## src/rtl/pipe_pkg.sv

```systemverilog
// Shared pipeline encodings: operand select codes, default widths,
// forwarding source and hazard FSM state types.
package pipe_pkg;

    localparam int DEF_WIDTH   = 16;
    localparam int DEF_REGBITS = 4;

    localparam logic [1:0] SEL1_PC   = 2'd0;
    localparam logic [1:0] SEL1_A    = 2'd1;
    localparam logic [1:0] SEL1_FWD  = 2'd2;
    localparam logic [1:0] SEL1_ZERO = 2'd3;

    localparam logic [1:0] SEL2_B    = 2'd0;
    localparam logic [1:0] SEL2_TWO  = 2'd1;
    localparam logic [1:0] SEL2_IMM  = 2'd2;
    localparam logic [1:0] SEL2_FWD  = 2'd3;

    typedef enum logic [1:0] {
        SRC_NONE = 2'd0,
        SRC_E    = 2'd1,
        SRC_W    = 2'd2
    } src_t;

    typedef enum logic {
        RUN  = 1'b0,
        HOLD = 1'b1
    } state_t;

endpackage

```

## src/rtl/fwd_match_component.sv

```systemverilog
// Single-operand match: decides whether one source register is supplied
// from the EX/MEM shadow, the MEM/WB shadow, or the register file.
module fwd_match_component
    import pipe_pkg::*;
#(
    parameter int REGBITS = DEF_REGBITS
) (
    input  logic               candidate,
    input  logic [REGBITS-1:0] rs,
    input  logic [REGBITS-1:0] exm_rd,
    input  logic               exm_we,
    input  logic [REGBITS-1:0] mwb_rd,
    input  logic               mwb_we,
    output src_t               need
);

    logic hit_e;
    logic hit_w;

    // The younger EX/MEM result shadows an older MEM/WB write to the same register.
    always_comb begin
        hit_e = exm_we && (exm_rd == rs) && (rs != '0);
        hit_w = mwb_we && (mwb_rd == rs) && (rs != '0) && !hit_e;
        need  = SRC_NONE;
        if (candidate && hit_e) begin
            need = SRC_E;
        end else if (candidate && hit_w) begin
            need = SRC_W;
        end
    end

endmodule

```

## src/rtl/forward_hazard_unit.sv

```systemverilog
// Hazard/forwarding controller: shadows EX/MEM and MEM/WB results, drives the
// execute operand selects and forwarding bus, and inserts one-cycle stalls.
module forward_hazard_unit
    import pipe_pkg::*;
#(
    parameter int WIDTH   = DEF_WIDTH,
    parameter int REGBITS = DEF_REGBITS,
    parameter int CNTW    = 16
) (
    input  logic               clk,
    input  logic               rst,
    input  logic [REGBITS-1:0] ex_rs1,
    input  logic [REGBITS-1:0] ex_rs2,
    input  logic [REGBITS-1:0] ex_rd,
    input  logic               ex_regwrite,
    input  logic               ex_memread,
    input  logic [1:0]         ex_aluin1_base,
    input  logic [1:0]         ex_aluin2_base,
    input  logic [WIDTH-1:0]   aluout,
    input  logic [WIDTH-1:0]   mem_rdata,
    output logic [1:0]         aluin1,
    output logic [1:0]         aluin2,
    output logic [WIDTH-1:0]   forwarded_aluout,
    output logic               stall,
    output logic               kill_ex,
    output logic [CNTW-1:0]    stall_count
);

    state_t             state, state_next;
    logic [REGBITS-1:0] exm_rd, mwb_rd;
    logic               exm_we, exm_ld, mwb_we;
    logic [WIDTH-1:0]   exm_val, mwb_val;
    src_t               need1, need2;
    logic               cand1, cand2;
    logic               load_use, conflict;

    assign cand1 = (ex_aluin1_base == SEL1_A);
    assign cand2 = (ex_aluin2_base == SEL2_B);

    fwd_match_component #(.REGBITS(REGBITS)) u_match1 (
        .candidate (cand1),
        .rs        (ex_rs1),
        .exm_rd    (exm_rd),
        .exm_we    (exm_we),
        .mwb_rd    (mwb_rd),
        .mwb_we    (mwb_we),
        .need      (need1)
    );

    fwd_match_component #(.REGBITS(REGBITS)) u_match2 (
        .candidate (cand2),
        .rs        (ex_rs2),
        .exm_rd    (exm_rd),
        .exm_we    (exm_we),
        .mwb_rd    (mwb_rd),
        .mwb_we    (mwb_we),
        .need      (need2)
    );

    always_comb begin
        load_use = ((need1 == SRC_E) || (need2 == SRC_E)) && exm_ld;
        conflict = ((need1 == SRC_E) && (need2 == SRC_W)) ||
                   ((need1 == SRC_W) && (need2 == SRC_E));
    end

    always_comb begin
        state_next       = RUN;
        stall            = 1'b0;
        kill_ex          = 1'b0;
        aluin1           = ex_aluin1_base;
        aluin2           = ex_aluin2_base;
        forwarded_aluout = '0;
        // HOLD never stalls: kill_ex cleared the E shadow, so neither hazard can persist.
        if ((state == RUN) && (load_use || conflict)) begin
            stall      = 1'b1;
            kill_ex    = 1'b1;
            state_next = HOLD;
        end else begin
            if (need1 != SRC_NONE) aluin1 = SEL1_FWD;
            if (need2 != SRC_NONE) aluin2 = SEL2_FWD;
            if ((need1 == SRC_E) || (need2 == SRC_E)) begin
                forwarded_aluout = exm_val;
            end else if ((need1 == SRC_W) || (need2 == SRC_W)) begin
                forwarded_aluout = mwb_val;
            end
        end
    end

    always_ff @(posedge clk) begin
        if (rst) begin
            state       <= RUN;
            exm_rd      <= '0;
            exm_we      <= 1'b0;
            exm_ld      <= 1'b0;
            exm_val     <= '0;
            mwb_rd      <= '0;
            mwb_we      <= 1'b0;
            mwb_val     <= '0;
            stall_count <= '0;
        end else begin
            state   <= state_next;
            exm_rd  <= ex_rd;
            exm_we  <= ex_regwrite && !kill_ex;
            exm_ld  <= ex_memread && !kill_ex;
            exm_val <= aluout;
            mwb_rd  <= exm_rd;
            mwb_we  <= exm_we;
            mwb_val <= exm_ld ? mem_rdata : exm_val;
            if (stall && (stall_count != '1)) begin
                stall_count <= stall_count + 1'b1;
            end
        end
    end

endmodule
```

## config.mk

```make
export PLATFORM = sky130hd
export DESIGN_NAME = forward_hazard_unit
export DESIGN_NICKNAME = d
export VERILOG_FILES = /design/src/rtl/pipe_pkg.sv /design/src/rtl/fwd_match_component.sv /design/src/rtl/forward_hazard_unit.sv
export SDC_FILE = /design/constraint.sdc
export NUM_CORES = 1
export LEC_CHECK = 0
export ABC_CLOCK_PERIOD_IN_PS = 4900
export CAP_MARGIN = 30
export CORE_AREA = 2 2 78 80
export CTS_CLUSTER_DIAMETER = 100
export DETAILED_ROUTE_END_ITERATION = 8
export DIE_AREA = 0 0 80 82
export PLACE_DENSITY = 0.91
export SLEW_MARGIN = 20
export SYNTH_ARGS = -nofsm -noshare
export SYNTH_HDL_FRONTEND = slang
export SYNTH_SLANG_ARGS = --single-unit
```

## constraint.sdc

```tcl
create_clock -name clk -period 4.9 [get_ports clk]
set_input_delay 0.735 -clock clk [delete_from_list [all_inputs] [get_ports clk]]
set_output_delay 0.735 -clock clk [all_outputs]
set_load 0.05 [all_outputs]
```

Yosys cells after proc, flatten, opt, wreduce, memory -nomap -nowiden
Index checks and enable logic that the tools add are counted.
- $add $sub $neg: 1
- eq/ne operators: 10
- muxes and demuxes: 13
- bitwise gates (word level): 1
- reduce and logical (&&, ||, !) cells: 33
- operators with widths (kind ; count):
    two-way mux 16 bit ; 4
    logical AND 1 bit ; 21
    adder 16 x 1 -> 16 bit, second input constant ; 1
    == test 4 bit ; 4
    two-way mux 2 bit ; 8
    inequality test 16 bit, second input constant ; 1
    nonzero test 4 bit ; 2
    == test 2 x 1 -> 1 bit, second input constant ; 3
    == test 2 bit, second input constant ; 2
    logical OR 1 bit ; 4
    nonzero test 2 bit ; 2
    zero test 1 bit ; 3
    zero test 2 bit ; 1
    two-way mux 1 bit ; 1
    inverter 1 bit ; 1
- register bits after elaboration: 60
- bits of input ports: 52

Depth between registers and ports, before layout
Gate-level depths: netlist of the first run.
- depth in word-level cells: 16
- depth in mapped cells: 10

Modules after synthesis
From an unflattened synthesis of the first run, not the netlist that was laid out.
- cells, all modules: 305
- area, all modules: 2732.6 µm²
- by module, submodules not included (module ; times used ; cells an instance ; area an instance (µm²) ; sequential area each (µm²)):
    forward_hazard_unit ; 1 ; 269 ; 2472.4 ; 1201.2
    fwd_match_component ; 2 ; 18 ; 130.1 ; 0.0

Worst setup path after synthesis of the first run
Ideal clock, no wire load.
- path kind: input-to-output
- from: in ex_rs2[2]
- to: out forwarded_aluout[10]
- data arrival time: 3.145 ns
- slack: 1.020 ns
- cell stages on the path: 9
- buffers on the path: 2
- path through: or4_1 -> nand4_1 -> or4_1 -> buf_2 -> o22ai_2 -> o21ai_2 -> inv_1 -> clkbuf_1 -> nor2_1
- longest elaborated chain between the ends: 14
- elaborated cells between the ends (all ways): 26
- ends and longest elaborated chain (element ; line ; text):
    start: declaration ; forward_hazard_unit.sv:13 ; input logic [REGBITS-1:0] ex_rs2,
    == test 4 bit ; fwd_match_component.sv:22 ; hit_e = exm_we && (exm_rd == rs) && (rs != '0);
    logical AND 1 bit (2 in series) ; fwd_match_component.sv:22 ;
    zero test 1 bit ; fwd_match_component.sv:23 ; hit_w = mwb_we && (mwb_rd == rs) && (rs != '0) && !hit_e;
    logical AND 1 bit ; fwd_match_component.sv:23 ;
    logical AND 1 bit ; fwd_match_component.sv:27 ; end else if (candidate && hit_w) begin
    two-way mux 2 bit ; fwd_match_component.sv:27 ;
    two-way mux 2 bit * ; fwd_match_component.sv:25 ; if (candidate && hit_e) begin
    == test 2 x 1 -> 1 bit / == test 2 bit (equally long branches) ; n/a ;
    logical OR 1 bit, or another cell as far along ; forward_hazard_unit.sv:61, forward_hazard_unit.sv:81 ;
    logical AND 1 bit / logical OR 1 bit (equally long branches) ; forward_hazard_unit.sv:61, forward_hazard_unit.sv:62 ;
    logical OR 1 bit ; forward_hazard_unit.sv:74 ; if ((state == RUN) && (load_use || conflict)) begin
    logical AND 1 bit ; forward_hazard_unit.sv:74 ;
    two-way mux 16 bit * ; forward_hazard_unit.sv:74 ;
    end: declaration ; forward_hazard_unit.sv:23 ; output logic [WIDTH-1:0] forwarded_aluout,
Every way passes the cells marked *; elsewhere a longest branch is shown, timed or not.

Worst setup path in the final report of the first run
- from: in ex_rs2[2]
- to: out aluin1[1]
- longest elaborated chain between the ends: 14
- elaborated cells between the ends (all ways): 23
- ends and longest elaborated chain (element ; line ; text):
    == test 4 bit ; fwd_match_component.sv:22 ;
    logical AND 1 bit (2 in series) ; fwd_match_component.sv:22 ;
    zero test 1 bit ; fwd_match_component.sv:23 ;
    logical AND 1 bit ; fwd_match_component.sv:23 ;
    logical AND 1 bit ; fwd_match_component.sv:27 ;
    two-way mux 2 bit ; fwd_match_component.sv:27 ;
    two-way mux 2 bit * ; fwd_match_component.sv:25 ;
    == test 2 x 1 -> 1 bit / == test 2 bit (equally long branches) ; forward_hazard_unit.sv:61, forward_hazard_unit.sv:63, forward_hazard_unit.sv:62 ;
    logical OR 1 bit, or another cell as far along ; forward_hazard_unit.sv:61 ; load_use = ((need1 == SRC_E) || (need2 == SRC_E)) && exm_ld;
    logical AND 1 bit / logical OR 1 bit (equally long branches) ; forward_hazard_unit.sv:61, forward_hazard_unit.sv:62 ;
    logical OR 1 bit * ; forward_hazard_unit.sv:74 ;
    logical AND 1 bit * ; forward_hazard_unit.sv:74 ;
    two-way mux 2 bit * ; forward_hazard_unit.sv:74 ;
    end: declaration ; forward_hazard_unit.sv:21 ; output logic [1:0] aluin1,
Marked as above.

==> results of run 1 <==
[per-layer routing]
| metal | vias to the layer above | global-route usage | wire (um) |
|---|---|---|---|
| li1 | 1229 | - | - |
| met1 | 1179 | 0.268 | 2890 |
| met2 | 105 | 0.398 | 3590 |
| met3 | 17 | 0.0473 | 354 |
| met4 | 0 | 0.115 | 177 |
| met5 | - | 0 | 0 |
[area by class of cell]
type / count / share of cell area
inverter: 4 / 0.00370
timing repair buffer: 93 / 0.273
clock buffer: 12 / 0.0357
sequential: 60 / 0.296
multi-input combinational: 222 / 0.351
tap: 75 / 0.0231
clock inverter: 4 / 0.0179
[path summary, 6_finish.rpt]
| check | slack, ns | end | from |
|---|---|---|---|
| hold reg to reg | 0.50 | mwb_val[13]$_SDFF_PP0_ | exm_val[13]$_SDFF_PP0_ |
| setup reg to reg | 2.29 | stall_count[5]$_SDFFE_PP0P_ | exm_rd[2]$_SDFF_PP0_ |
| hold / removal | 0.50 | mwb_val[13]$_SDFF_PP0_ | exm_val[13]$_SDFF_PP0_ |
| setup / recovery | 0.33 | aluin1[1] | ex_rs2[2] |
[cell usage in the layout (no fill, tap or decap), types with 3 or more instances in the layout]
master / count
or4_1: 4
o211ai_1: 5
nor2_1: 47
a21oi_1: 10
or3_1: 7
xnor2_1: 8
o21ai_0: 5
nor3_1: 4
buf_4: 3
mux2i_1: 16
nor2b_1: 30
nor3b_1: 3
nand4_1: 6
nand2_1: 11
inv_1: 4
clkdlybuf4s50_1: 70
clkbuf_8: 10
dfxtp_1: 60
a22oi_1: 16
nor4_1: 4
xor2_1: 11
buf_12: 19
nand3_1: 6
mux2_2: 3
[critical path, stage by stage]
cell	delay, ns
clkdlybuf4s50_1	0.50
or4_1	0.51
nand4_1	0.13
or4_1	0.30
o22ai_2	0.16
o21ai_2	0.45
nand2_1	0.15
nand2b_1	0.11
clkdlybuf4s50_1	0.80
[cell families (layout without fill, tap and decap cells)]
group | Yosys count | after routing
simple gates | 133 | 133
fa+ha+maj | 1 | 1
mux | 19 | 19
compound gates | 50 | 50
buf+inv | 21 | 113
flops | 60 | 60
xor+xnor | 19 | 19
[state kept, by name, summed over array words and instances (netlist names)]
register	flops
exm_rd	4
exm_ld	1
mwb_rd	4
state	1
mwb_we	1
exm_we	1
exm_val	16
stall_count	16
mwb_val	16
[power by group through the flow]
stage          Clock (mW)  Sequential, mW  Combinational (mW)
3_5_place_dp            0           0.528               0.112
3_3_place_gp            0           0.527               0.105
4_1_cts             0.495           0.517               0.112
2_1_floorplan           0           0.525              0.0530
5_1_grt             0.514           0.519               0.120
6_report            0.488           0.518               0.112
[through the flow]
step           setup WS (ns)  utilization  std cells
6_report               0.330        0.707        470
5_1_grt                0.196        0.707        470
4_1_cts                0.340        0.707        470
3_5_place_dp           0.345        0.669        454
3_3_place_gp           0.478        0.666        453
2_1_floorplan           1.02            -        303
==> metrics.txt, run 1 <==
Slew @ Worst Pin=0.791 ns; fmax=219 MHz; final WL=7010 um; chip height=82 um; Synth cell types=48; share of cells above drive strength 1=0.119; switching share of power=0.220; pins over their slew limit=0; Core Footprint=5750 um^2; Num CTS Buffers=9; post-synthesis mux area share=0.0713; via count=2530; Psw=0.245 mW; Final setup viols=0; Pwr Total=1.12 mW; GP Congestion=0.912; buffers added on ports=89; Arr. time, crit path=3.83 ns; later-pin clock latency in the skew report=0.34 ns; top post-synthesis cells by count=dfxtp_1 (60), nor2_1 (47), nor2b_1 (30); cell accounting for the most synthesized area=dfxtp_1; first-iteration detailed-routing DRC count=137; outcome=completed; Flop pwr share=0.463; PD cells=275 nW/um^2; max cap viols=0; die width=80 um; Synth Area in XOR/XNOR=0.0612; I/O Pins=90; R2R depth=7; diode count=0; cts repair resizes=0; H-tree depth=3; CP endpoint kind=output port; Yosys reg bits=60; Synth Area in Adders=0.00460; WS Path Type=in2out; top cells by area, synth=dfxtp_1 (44%), nor2b_1 (6.9%), nor2_1 (6.5%); GR Util All Layers=0.229; CTS tree=yes; total gr overflow=0; Via density=5.38; global-route wire length before repair=11600 um; vias in the first global route=2461; Clock power frac=0.437; Mapped Area=2720 um^2; Row Count=28; hold_buf cts=0; top-count cell post-synth=dfxtp_1; startpoint types=input pin; Final Hold Viols=0; largest net degree at the start of global routing=41; RSZ-0062 raised after global routing=false; Simple-Gate Fraction of Synth Area=0.254; WL/cell=14.9 um; Synth Area in Compound Gates=0.132; initial antenna violation count=0; Residual DRC=0; FILL cells=429; Comb power frac=0.100; cell area after layout=4060 um^2; gate count of the mapped netlist=303; sequential area share after synthesis=0.442; Multi-input gate area=1430 um^2; cell-internal power=0.872 mW; initial core utilization=0.473; Reg clk slew, reported paths=0.07 ns; CTS root buf=clkbuf_8; dominant synthesized flop cell=dfxtp_1; async set-reset flop share out of synthesis=0; yosys warns=0; fin crit share=0.933; largest family of logic cells by synthesized area=simple AND/OR/NAND/NOR gates; Clock Skew=0.0120 ns; post-CTS setup buffers=0; Slew HR=0.472; CP max FO=14; Mapped Avg Cell Area=8.98 um^2; area post-placement=3840 um^2; CTS sink count=60; worst vdd ir=0.000196 V; top cell type's share of synthesized area=0.442; post-layout min period=4.57 ns; Post-synth EDFFs=0; Max Root-Sink Buffers=2; DRT Pass-1 Iters=4; worst hold path type=reg2reg; hold path cells=2; Antenna Violating Nets Remaining=0; HPWL after DPL=5090 um; Area Overhead vs Synth=49.3%; syn_nets=356; CP Data Required Time=4.16 ns; die area=6560 um^2; register area=1200 um^2; Leak=1.50 nW; final net count=443; Hold WS=0.496 ns; TNS Setup=0 ns
No activity file was read; power rests on OpenSTA's default activity.
==> inputs of run 2 (changes only) <==
PLACE_DENSITY = 0.83   (was 0.91)
==> run 2 against run 1 <==
Net effect:
- first-iteration DRC count up 31%
- flip-flop and latch count unchanged
- maximum frequency up 1.4%
- largest power group unchanged
- critical path depth unchanged
- via count about the same
- register-to-register slack better by 0.05 ns
==> metrics.txt, run 2 (same netlist as run 1, synthesis figures left out) <==
Flop pwr share=0.485 (+0.022); layer carrying the most global-route usage=met2; Comb power frac=0.104 (+0.004); hold path cells=2 (unchanged); Num CTS Buffers=9 (unchanged); commonest non-fill, non-tap cell in the layout=clkdlybuf4s50_1; die width=80 um (unchanged); diode count=0 (unchanged); WL/cell=14.4 um (-3.4%); buffers added on ports=89 (unchanged); worst vdd ir=0.000230 V (+17%); Antenna Violating Nets Remaining=0 (unchanged); max incr delay on CP=0.80 ns (about the same); worst hold path type=reg2reg; Slew HR=0.488 (+0.0160); CTS tree=yes; die area=6560 um^2 (unchanged); Psw=0.248 mW (+1.1%); R2R depth=7 (unchanged); Final Hold Viols=0 (unchanged); switching share of power=0.233 (+0.0132); GR Util All Layers=0.219 (-0.0100); HPWL after DPL=4930 um (-3.3%); M1 GR Usage=0.251 (-0.0170); startpoint types=input pin; final net count=443 (unchanged); CP max-delay cell=clkdlybuf4s50_1; Critical Path Stages=9 (unchanged); CP max FO=14 (unchanged); met3 usage=0.0780 (+0.0308); Arr. time, crit path=3.77 ns (-0.06 ns); initial core utilization=0.473 (unchanged); share of cells above drive strength 1=0.119 (+0.000302); chip height=82 um (unchanged); TNS Setup=0 ns (unchanged); I/O Pins=90 (unchanged); Clock power frac=0.411 (-0.026); area post-placement=3850 um^2 (+0.20%); CTS root buf=clkbuf_8; via count=2529 (-0.040%); RSZ-0062 raised after global routing=false; cell-internal power=0.817 mW (-6.2%); max cap viols=0 (unchanged); Final setup viols=0 (unchanged); Core Footprint=5750 um^2 (unchanged); Residual DRC=0 (unchanged); total gr overflow=0 (unchanged); CP endpoint kind=output port; PD cells=264 nW/um^2 (-4.2%); Row Count=28 (unchanged); hold_buf cts=0 (unchanged); WP buf/inv=2 (unchanged); DRT Pass-1 Iters=4 (unchanged); Max Root-Sink Buffers=2 (unchanged); largest net degree at the start of global routing=37 (-9.8%); H-tree depth=3 (unchanged); met2 Use GR=0.378 (-0.0192); outcome=completed; Top delay family on crit path=buffers and inverters; fmax=222 MHz (+1.4%); first-iteration detailed-routing DRC count=179 (+31%); fin crit share=0.920 (-0.0127); biggest regs=exm_val (16), mwb_val (16), stall_count (16); final WL=6760 um (-3.6%); global-route wire length before repair=11000 um (-5.0%); CP Data Required Time=4.16 ns (about the same); pins over their slew limit=0 (unchanged); WS Path Type=in2out; initial antenna violation count=0 (unchanged); CP Cell Sequence=clkdlybuf4s50_1 > or4_1 > nand4_1 > or4_1 > o22ai_2 > o21ai_2 > nand2_1 > nand2b_1 > clkdlybuf4s50_1; Via density=5.39 (+0.17%); CTS sink count=60 (unchanged); Slew @ Worst Pin=0.767 ns (-0.0240 ns); Area Overhead vs Synth=48.6%; Reg clk slew, reported paths=0.07 ns (about the same); FILL cells=447 (+4.2%); cts repair resizes=0 (unchanged); Clock Skew=0.0136 ns (+0.00164 ns); Leak=1.49 nW (-0.79%); most frequent cells in the layout=clkdlybuf4s50_1 (70), dfxtp_1 (60), nor2_1 (47), nor2b_1 (30), buf_12 (18); later-pin clock latency in the skew report=0.35 ns (about the same); post-CTS setup buffers=0 (unchanged); GP Congestion=0.902 (-1.1%); cell area after layout=4040 um^2 (-0.46%); vias in the first global route=2359 (-4.1%); post-layout min period=4.51 ns (-0.0621 ns); post-layout util=0.704 (-0.00327)
[run 2: changes by cell type in the layout (fill, tap and decap cells not counted), sizes merged]
cell / before / now
clkbuf: 12 / 11
clkinvlp: 1 / 2
bufinv: 2 / 1
[run 2: worst min-delay path, delay by kind of cell, from the launching register on]
kind / cells / cell delay (ns)
flip-flops: 1 / 0.33
multiplexers: 1 / 0.07
AND/OR/NAND/NOR: 1 / 0.07
[run 2: layout make-up]
cell class | instances | area, um^2 | area share
clock buffers | 11 | 141 | 0.0350
clock inverters | 4 | 50.0 | 0.0124
inverters | 4 | 15.0 | 0.00371
multi-input cells | 222 | 1430 | 0.353
flip-flops and latches | 60 | 1200 | 0.297
well taps | 75 | 93.8 | 0.0232
repair buffers | 93 | 1120 | 0.276
[run 2: power by group through the flow]
stage	logic, mW	clock network (mW)	registers [mW]
floorplan	0.0530	0	0.525
global placement	0.105	0	0.527
detailed placement	0.111	0	0.528
CTS	0.112	0.445	0.517
global route	0.120	0.463	0.519
finish	0.111	0.437	0.517
[run 2: metal layers]
layer  routed length [um]  share of wire
met1                 2740           0.41
met2                 3400           0.50
met3                  525          0.078
met4                   91          0.013
met5                    0              0
[run 2: worst paths after layout]
path | endpoint | slack, ns | startpoint
setup / recovery | aluin1[1] | 0.39 | ex_rs2[2]
hold / removal | mwb_val[10]$_SDFF_PP0_ | 0.49 | exm_val[10]$_SDFF_PP0_
setup reg to reg | stall_count[5]$_SDFFE_PP0P_ | 2.34 | exm_rd[2]$_SDFF_PP0_
hold reg to reg | mwb_val[10]$_SDFF_PP0_ | 0.49 | exm_val[10]$_SDFF_PP0_
[run 2: through the flow]
step / total power [mW] / worst slack (ns) / hold WS [ns] / cells
floorplan: 0.577 / 1.02 / 0.461 / 303
global placement: 0.632 / 0.492 / 0.466 / 453
detailed placement: 0.639 / 0.394 / 0.486 / 454
CTS: 1.07 / 0.390 / 0.499 / 469
global route: 1.10 / 0.194 / 0.533 / 469
finish: 1.07 / 0.392 / 0.492 / 469
